$ cat src/rtl/gpio_bcd_pkg.sv
// -----------------------------------------------------------------------------
// gpio_bcd_pkg
// Shared types and constants for the GPIO BCD display block.
//   state_t      : converter FSM states (IDLE, SHIFT, DONE)
//   NUM_DIGITS   : digits shown on the display (8)
//   BCD_DIGITS   : BCD digits needed for a full 32-bit value (10)
//   SHIFT_COUNT  : double-dabble iterations per conversion (32)
//   SEG_*        : active-low gfedcba segment codes
//   dabble_adjust: add-3 correction applied to every BCD nibble before a shift
// -----------------------------------------------------------------------------
package gpio_bcd_pkg;

  typedef enum logic [1:0] {
    ST_IDLE  = 2'd0,
    ST_SHIFT = 2'd1,
    ST_DONE  = 2'd2
  } state_t;

  localparam int NUM_DIGITS  = 8;
  localparam int BCD_DIGITS  = 10;
  localparam int SHIFT_COUNT = 32;
  localparam int BIN_W       = 32;
  localparam int BCD_W       = 42;
  localparam int CNT_W       = 6;

  localparam logic [6:0] SEG_0     = 7'h40;
  localparam logic [6:0] SEG_1     = 7'h79;
  localparam logic [6:0] SEG_2     = 7'h24;
  localparam logic [6:0] SEG_3     = 7'h30;
  localparam logic [6:0] SEG_4     = 7'h19;
  localparam logic [6:0] SEG_5     = 7'h12;
  localparam logic [6:0] SEG_6     = 7'h02;
  localparam logic [6:0] SEG_7     = 7'h78;
  localparam logic [6:0] SEG_8     = 7'h00;
  localparam logic [6:0] SEG_9     = 7'h10;
  localparam logic [6:0] SEG_BLANK = 7'h7F;

  // Any nibble >= 5 would become >= 10 after the next shift, so pre-add 3
  // to make it carry cleanly into the next decimal digit. The two spare top
  // bits never hold data for a 32-bit input and pass through unchanged.
  function automatic logic [BCD_W-1:0] dabble_adjust(input logic [BCD_W-1:0] bcd);
    logic [BCD_W-1:0] res;
    res = bcd;
    for (int d = 0; d < BCD_DIGITS; d++) begin
      if (bcd[4*d +: 4] >= 4'd5) begin
        res[4*d +: 4] = bcd[4*d +: 4] + 4'd3;
      end
    end
    return res;
  endfunction

endpackage

$ cat src/rtl/seg7_decode.sv
// -----------------------------------------------------------------------------
// seg7_decode
// Combinational BCD digit to 7-segment decoder (active-low, gfedcba).
//   digit : 4-bit BCD digit; values above 9 decode to blank
//   blank : force the digit dark (leading-zero suppression)
//   seg   : active-low segment code
// -----------------------------------------------------------------------------
module seg7_decode
  import gpio_bcd_pkg::*;
(
  input  logic [3:0] digit,
  input  logic       blank,
  output logic [6:0] seg
);

  always_comb begin
    seg = SEG_BLANK;
    if (!blank) begin
      case (digit)
        4'd0:    seg = SEG_0;
        4'd1:    seg = SEG_1;
        4'd2:    seg = SEG_2;
        4'd3:    seg = SEG_3;
        4'd4:    seg = SEG_4;
        4'd5:    seg = SEG_5;
        4'd6:    seg = SEG_6;
        4'd7:    seg = SEG_7;
        4'd8:    seg = SEG_8;
        4'd9:    seg = SEG_9;
        default: seg = SEG_BLANK;
      endcase
    end
  end

endmodule

$ cat src/rtl/gpio_bcd_display.sv
// -----------------------------------------------------------------------------
// gpio_bcd_display
// Converts a 32-bit GPIO value to 8 decimal digits on 7-segment displays
// using a sequential double-dabble converter (33 cycles per conversion).
//   clk      : clock, rising edge
//   rst      : asynchronous active-high reset
//   value    : binary value to display
//   hex      : 8 x 7-bit segment codes, digit i at hex[7*i+6:7*i]
//   busy     : high while a conversion is running (SHIFT and DONE)
//   overflow : last converted value needed more than 8 digits
// Parameter SEG_ACTIVE_LOW: 1 = lit segment driven 0; 0 = inverted outputs.
// Optional macro GPIO_BCD_LEADING_ZERO_BLANK_EN: blank leading zero digits.
// -----------------------------------------------------------------------------
module gpio_bcd_display
  import gpio_bcd_pkg::*;
#(
  parameter logic SEG_ACTIVE_LOW = 1'b1
) (
  input  logic        clk,
  input  logic        rst,
  input  logic [31:0] value,
  output logic [55:0] hex,
  output logic        busy,
  output logic        overflow
);

  state_t             state_q, state_d;
  logic [BIN_W-1:0]   bin_q, bin_d;     // binary shift register
  logic [BIN_W-1:0]   cap_q, cap_d;     // value being converted
  logic [BIN_W-1:0]   last_q, last_d;   // last value fully displayed
  logic [BCD_W-1:0]   bcd_q, bcd_d;     // BCD accumulator
  logic [CNT_W-1:0]   cnt_q, cnt_d;
  logic [4*NUM_DIGITS-1:0] disp_q, disp_d;  // displayed BCD digits
  logic               busy_q, busy_d;
  logic               ovf_q, ovf_d;
  logic [BCD_W-1:0]   bcd_adj;

  always_ff @(posedge clk or posedge rst) begin
    if (rst) begin
      state_q <= ST_IDLE;
      bin_q   <= '0;
      cap_q   <= '0;
      last_q  <= '0;
      bcd_q   <= '0;
      cnt_q   <= '0;
      disp_q  <= '0;
      busy_q  <= 1'b0;
      ovf_q   <= 1'b0;
    end else begin
      state_q <= state_d;
      bin_q   <= bin_d;
      cap_q   <= cap_d;
      last_q  <= last_d;
      bcd_q   <= bcd_d;
      cnt_q   <= cnt_d;
      disp_q  <= disp_d;
      busy_q  <= busy_d;
      ovf_q   <= ovf_d;
    end
  end

  always_comb begin
    state_d = state_q;
    bin_d   = bin_q;
    cap_d   = cap_q;
    last_d  = last_q;
    bcd_d   = bcd_q;
    cnt_d   = cnt_q;
    disp_d  = disp_q;
    busy_d  = busy_q;
    ovf_d   = ovf_q;
    bcd_adj = dabble_adjust(bcd_q);

    case (state_q)
      ST_IDLE: begin
        if (value != last_q) begin
          bin_d   = value;
          cap_d   = value;
          bcd_d   = '0;
          cnt_d   = '0;
          busy_d  = 1'b1;
          state_d = ST_SHIFT;
        end
      end
      ST_SHIFT: begin
        {bcd_d, bin_d} = {bcd_adj[BCD_W-2:0], bin_q, 1'b0};
        cnt_d          = cnt_q + 1'b1;
        if (cnt_q == CNT_W'(SHIFT_COUNT - 1)) begin
          state_d = ST_DONE;
        end
      end
      ST_DONE: begin
        // Display only ever loads a finished result, never intermediate BCD.
        disp_d  = bcd_q[4*NUM_DIGITS-1:0];
        ovf_d   = |bcd_q[BCD_W-1:4*NUM_DIGITS];
        last_d  = cap_q;
        busy_d  = 1'b0;
        state_d = ST_IDLE;
      end
      default: begin
        busy_d  = 1'b0;
        state_d = ST_IDLE;
      end
    endcase
  end

  assign busy     = busy_q;
  assign overflow = ovf_q;

  logic [NUM_DIGITS-1:0] blank;
  logic [6:0]            seg [NUM_DIGITS];

  generate
    for (genvar gi = 0; gi < NUM_DIGITS; gi++) begin : g_digit
`ifdef GPIO_BCD_LEADING_ZERO_BLANK_EN
      // A digit is a leading zero when it and every digit above it are zero;
      // digit 0 always shows so a zero value still displays "0".
      if (gi == 0) begin : g_lsd
        assign blank[gi] = 1'b0;
      end else begin : g_upper
        assign blank[gi] = (disp_q[4*NUM_DIGITS-1:4*gi] == '0);
      end
`else
      assign blank[gi] = 1'b0;
`endif
      seg7_decode u_dec (
        .digit (disp_q[4*gi +: 4]),
        .blank (blank[gi]),
        .seg   (seg[gi])
      );
      assign hex[7*gi +: 7] = SEG_ACTIVE_LOW ? seg[gi] : ~seg[gi];
    end
  endgenerate

endmodule

$ cat config.mk
export PLATFORM = sky130hd
export DESIGN_NAME = gpio_bcd_display
export DESIGN_NICKNAME = d
export VERILOG_FILES = /design/src/rtl/gpio_bcd_pkg.sv /design/src/rtl/seg7_decode.sv /design/src/rtl/gpio_bcd_display.sv
export SDC_FILE = /design/constraint.sdc
export NUM_CORES = 1
export LEC_CHECK = 0
export BUFFER_PORTS_ARGS = -buffer_cell sky130_fd_sc_hd__buf_4
export CORE_MARGIN = 3
export CORE_UTILIZATION = 56
export DETAILED_ROUTE_END_ITERATION = 7
export PLACE_DENSITY = 0.79
export SLEW_MARGIN = 20
export SYNTH_ARGS = -nofsm -noshare
export SYNTH_HDL_FRONTEND = slang
export SYNTH_SLANG_ARGS = --single-unit
$ cat constraint.sdc
create_clock -name clk -period 10.22 [get_ports clk]
set_clock_uncertainty 0.2 [all_clocks]
set_input_delay 2.044 -clock clk [delete_from_list [all_inputs] [get_ports clk]]
set_output_delay 2.044 -clock clk [all_outputs]
set_load 0.005 [all_outputs]
==> impl_metrics.toml <==
[critical_path]
critPathCaptureType = "register"
cp_data_required_time_ns = 10.34
critPathMaxFanout = 64
path_buf_inv = 3
crit_top_cell = "buf_4"
crit_chain = "buf_4, xor2_1, nor4_1, nand4_1, buf_4, o21ai_4, buf_4, mux2_2"
start_kind = "input pin"
crit_slowest_cell = "buf_4"
cp.arrival_ns = 4.46
critical_path.top_delay_family = "buffers and inverters"
crit_type = "in2reg"
max_stage_delay_ns = 0.61

[floorplan]
row_count = 48
die_w_um = 141
core-area_mm2 = 0.0175
die_y_um = 141
io_pins = 92
initial_core_util = 0.581
die_area_mm2 = 0.0198

[place]
place.gp.congestion = 0.844
dp_hpwl_mm = 13.8
post-place-cells = 1302
io_buffer_count = 91

[synthesis]
synth_seq_cells = 180
synth_fa_ha_area_frac = 0.0774
yosysSeqAreaShare = 0.442
syn_area_mm2 = 0.0102
ys_types = 39
syn_inst = 1040
synth_top_family_by_area = "compound AO/OA/AOI/OAI gates"
synthXorXnorAreaFrac = 0.0421
synthesis.nets = 1137
syn_area_per_cell_um2 = 9.79
synth_simple_gate_area_share = 0.113
yosysWarningCount = 0
synth_compound_area_frac = 0.214
synth.area.mux_share = 0.0553

[sta]
holdWs_ns = 0.284
tightest_slew_ns = 0.998
hold_viol = 0
slew_headroom = 0.335
period_share = 0.426
setup_viol_count_final = 0
timing.fmax_mhz = 230
rsz0062_at_grt = "no"
finalMaxSlewViolations = 0
finalCriticalPeriod_ns = 4.35
tns_ns = 0

[min_path]
hp-class = "reg2reg"

[final_layout]
drive_above_1_share = 0.203
area_growth_pct = 14.0
seqCellArea_mm2 = 0.00450
stdcell_count = 1335
num-nets-final = 1194
n_fill_cell = 1387
n_antenna_cell = 0
multi_input_area_mm2 = 0.00513

[pwr]
peakVddDrop_uv = 108
pwr_density_cell_mw_per_mm2 = 151
p_leak_uw = 0.00552

[global_route]
grt_max_degree = 104
grt_first_pass_wirelength_mm = 37.2
grt_pass1_vias = 7690
antenna_found_initial = 0
track_usage = 0.223
gr-total-overflow = 0

[route]
final_antenna_net_count = 0
vias_per_cell = 5.87
dr_total_vias = 7831
route.final.wire_length_mm = 21.9
wl_per_cell_um = 16.4
drt-initial-drc-count = 748
drt_pass1_iterations = 4
drc_errors = 0

[cts]
post_cts_buffers = 0
cts_root_buf = "clkbuf_16"
ctsHoldBuffers = 0
cts_tree = "yes"
h-tree-depth = 4
cts_buffers = 17
cts.path.max_buffers = 2
cts.sinks = 180
cts_resized = 0
insertion_delay_ns = 0.43
clk_pin_slew_ns = 0.07

[run]
maxCapViolCount = 0

[outcome]
status = "finished clean"
## metal layers
layer	GRT usage	wire length, um	vias to the layer above
met4	0.0612	272	0
met2	0.373	10700	186
met3	0.0332	942	26
li1	-	-	3815
met5	0	0	-
met1	0.306	10000	3804
## worst min-delay path: stages (launching register included)
cell     delay [ns]
dfrtp_1        0.34
nand2_1        0.05
o21ai_0        0.06
## cells in the final DEF (no fill, tap or decap), types with 2 or more instances in the layout
| cell | Yosys | routed |
|---|---|---|
| a21oi_1 | 40 | 40 |
| a31o_2 | 27 | 27 |
| nor4_1 | 9 | 9 |
| o311ai_1 | 27 | 27 |
| dfrtp_1 | 180 | 180 |
| a32o_1 | 11 | 11 |
| inv_1 | 78 | 77 |
| o21ai_0 | 109 | 109 |
| nor3_1 | 8 | 8 |
| or2_2 | 8 | 9 |
| nor2_1 | 56 | 56 |
| a22o_1 | 32 | 32 |
| a31oi_1 | 8 | 8 |
| and3_1 | 2 | 2 |
| clkbuf_16 | 0 | 17 |
| a21o_1 | 6 | 6 |
| and2_1 | 34 | 34 |
| buf_4 | 0 | 100 |
| xor2_1 | 39 | 39 |
| bufinv_16 | 0 | 3 |
| inv_6 | 0 | 3 |
| mux2_2 | 50 | 50 |
| ha_1 | 63 | 63 |
| a311o_1 | 2 | 2 |
| xnor2_1 | 10 | 10 |
| a22oi_1 | 31 | 31 |
| clkinvlp_4 | 0 | 4 |
| nor2b_1 | 11 | 10 |
| nand2_1 | 77 | 76 |
| nand4_1 | 2 | 2 |
| a211oi_1 | 10 | 10 |
| or3_1 | 11 | 11 |
| clkinv_4 | 0 | 4 |
| o311ai_0 | 14 | 14 |
| nand3_1 | 2 | 2 |
| nor3b_1 | 5 | 5 |
| nand2b_1 | 11 | 10 |
## cells by family after synthesis
group / count (synthesis)
muxes: 50
adders and majority gates: 63
buffers and inverters: 141
AOI/OAI and AO/OA: 319
DFF: 180
and+or+nand+nor: 238
xor gates and xnor gates: 49
## where the power goes
part / switching [uW] / internal, uW
clock network: 289 / 394
registers: 42.6 / 757
logic: 131 / 139
## area by class of cell
type	count	area share
multi-input combinational	719	0.442
sequential	180	0.388
timing repair buffer	101	0.0670
clock buffer	18	0.0378
inverter	78	0.0256
tap	225	0.0242
clock inverter	14	0.0153
## through the flow
| step | utilization | worst slack [ns] | area, um^2 | total power [uW] |
|---|---|---|---|---|
| 5_1_grt | 0.662 | 5.84 | 11600 | 1830 |
| 3_5_place_dp | 0.625 | 5.49 | 11000 | 1080 |
| 3_3_place_gp | 0.625 | 5.53 | 11000 | 1060 |
| 2_1_floorplan | - | 3.09 | 10200 | 1010 |
| 4_1_cts | 0.661 | 5.93 | 11600 | 1760 |
| 6_report | 0.662 | 5.87 | 11600 | 1750 |
## cells in the mapped netlist, drive strengths merged
cell / number / share of area
a211oi: 10 / 0.0074
a21o: 6 / 0.0044
a21oi: 40 / 0.020
a22o: 32 / 0.028
a22oi: 31 / 0.023
a311o: 2 / 0.0020
a31o: 27 / 0.023
a31oi: 8 / 0.0049
a32o: 11 / 0.011
and2: 34 / 0.021
and3: 2 / 0.0012
buf: 19 / 0.011
clkbuf: 44 / 0.016
dfrtp: 180 / 0.44
ha: 63 / 0.077
inv: 78 / 0.029
mux2: 50 / 0.055
nand2: 77 / 0.028
nand2b: 11 / 0.0068
nand3: 2 / 0.00098
nand4: 2 / 0.0012
nor2: 56 / 0.021
nor2b: 11 / 0.0068
nor3: 8 / 0.0039
nor3b: 5 / 0.0037
nor4: 9 / 0.0055
o21ai: 110 / 0.054
o311ai: 41 / 0.035
o31ai: 1 / 0.0012
or2: 9 / 0.0055
or3: 11 / 0.0068
or4: 1 / 0.00074
xnor2: 10 / 0.0086
xor2: 39 / 0.034
## final timing paths
path                       slack (ns)  depth (start not counted)          to  startpoint
setup / recovery                 5.87                          8    cap_q[0]   value[31]
hold / removal                   0.28                          2    overflow    overflow
setup reg to reg                 7.18                          7    cap_q[0]  last_q[31]
hold reg to reg                  0.28                          2    overflow    overflow
max in group asynchronous        6.75                          3  last_q[13]         rst
min in group asynchronous        1.55                          2  disp_q[13]         rst
## flip-flops by register name, summed over array words and instances (netlist names)
register  count
cap_q        32
busy          1
cnt_q         6
disp_q       32
bin_q        32
bcd_q        42
last_q       32
state_q       2
overflow      1
(Power assumes the default switching activity.)
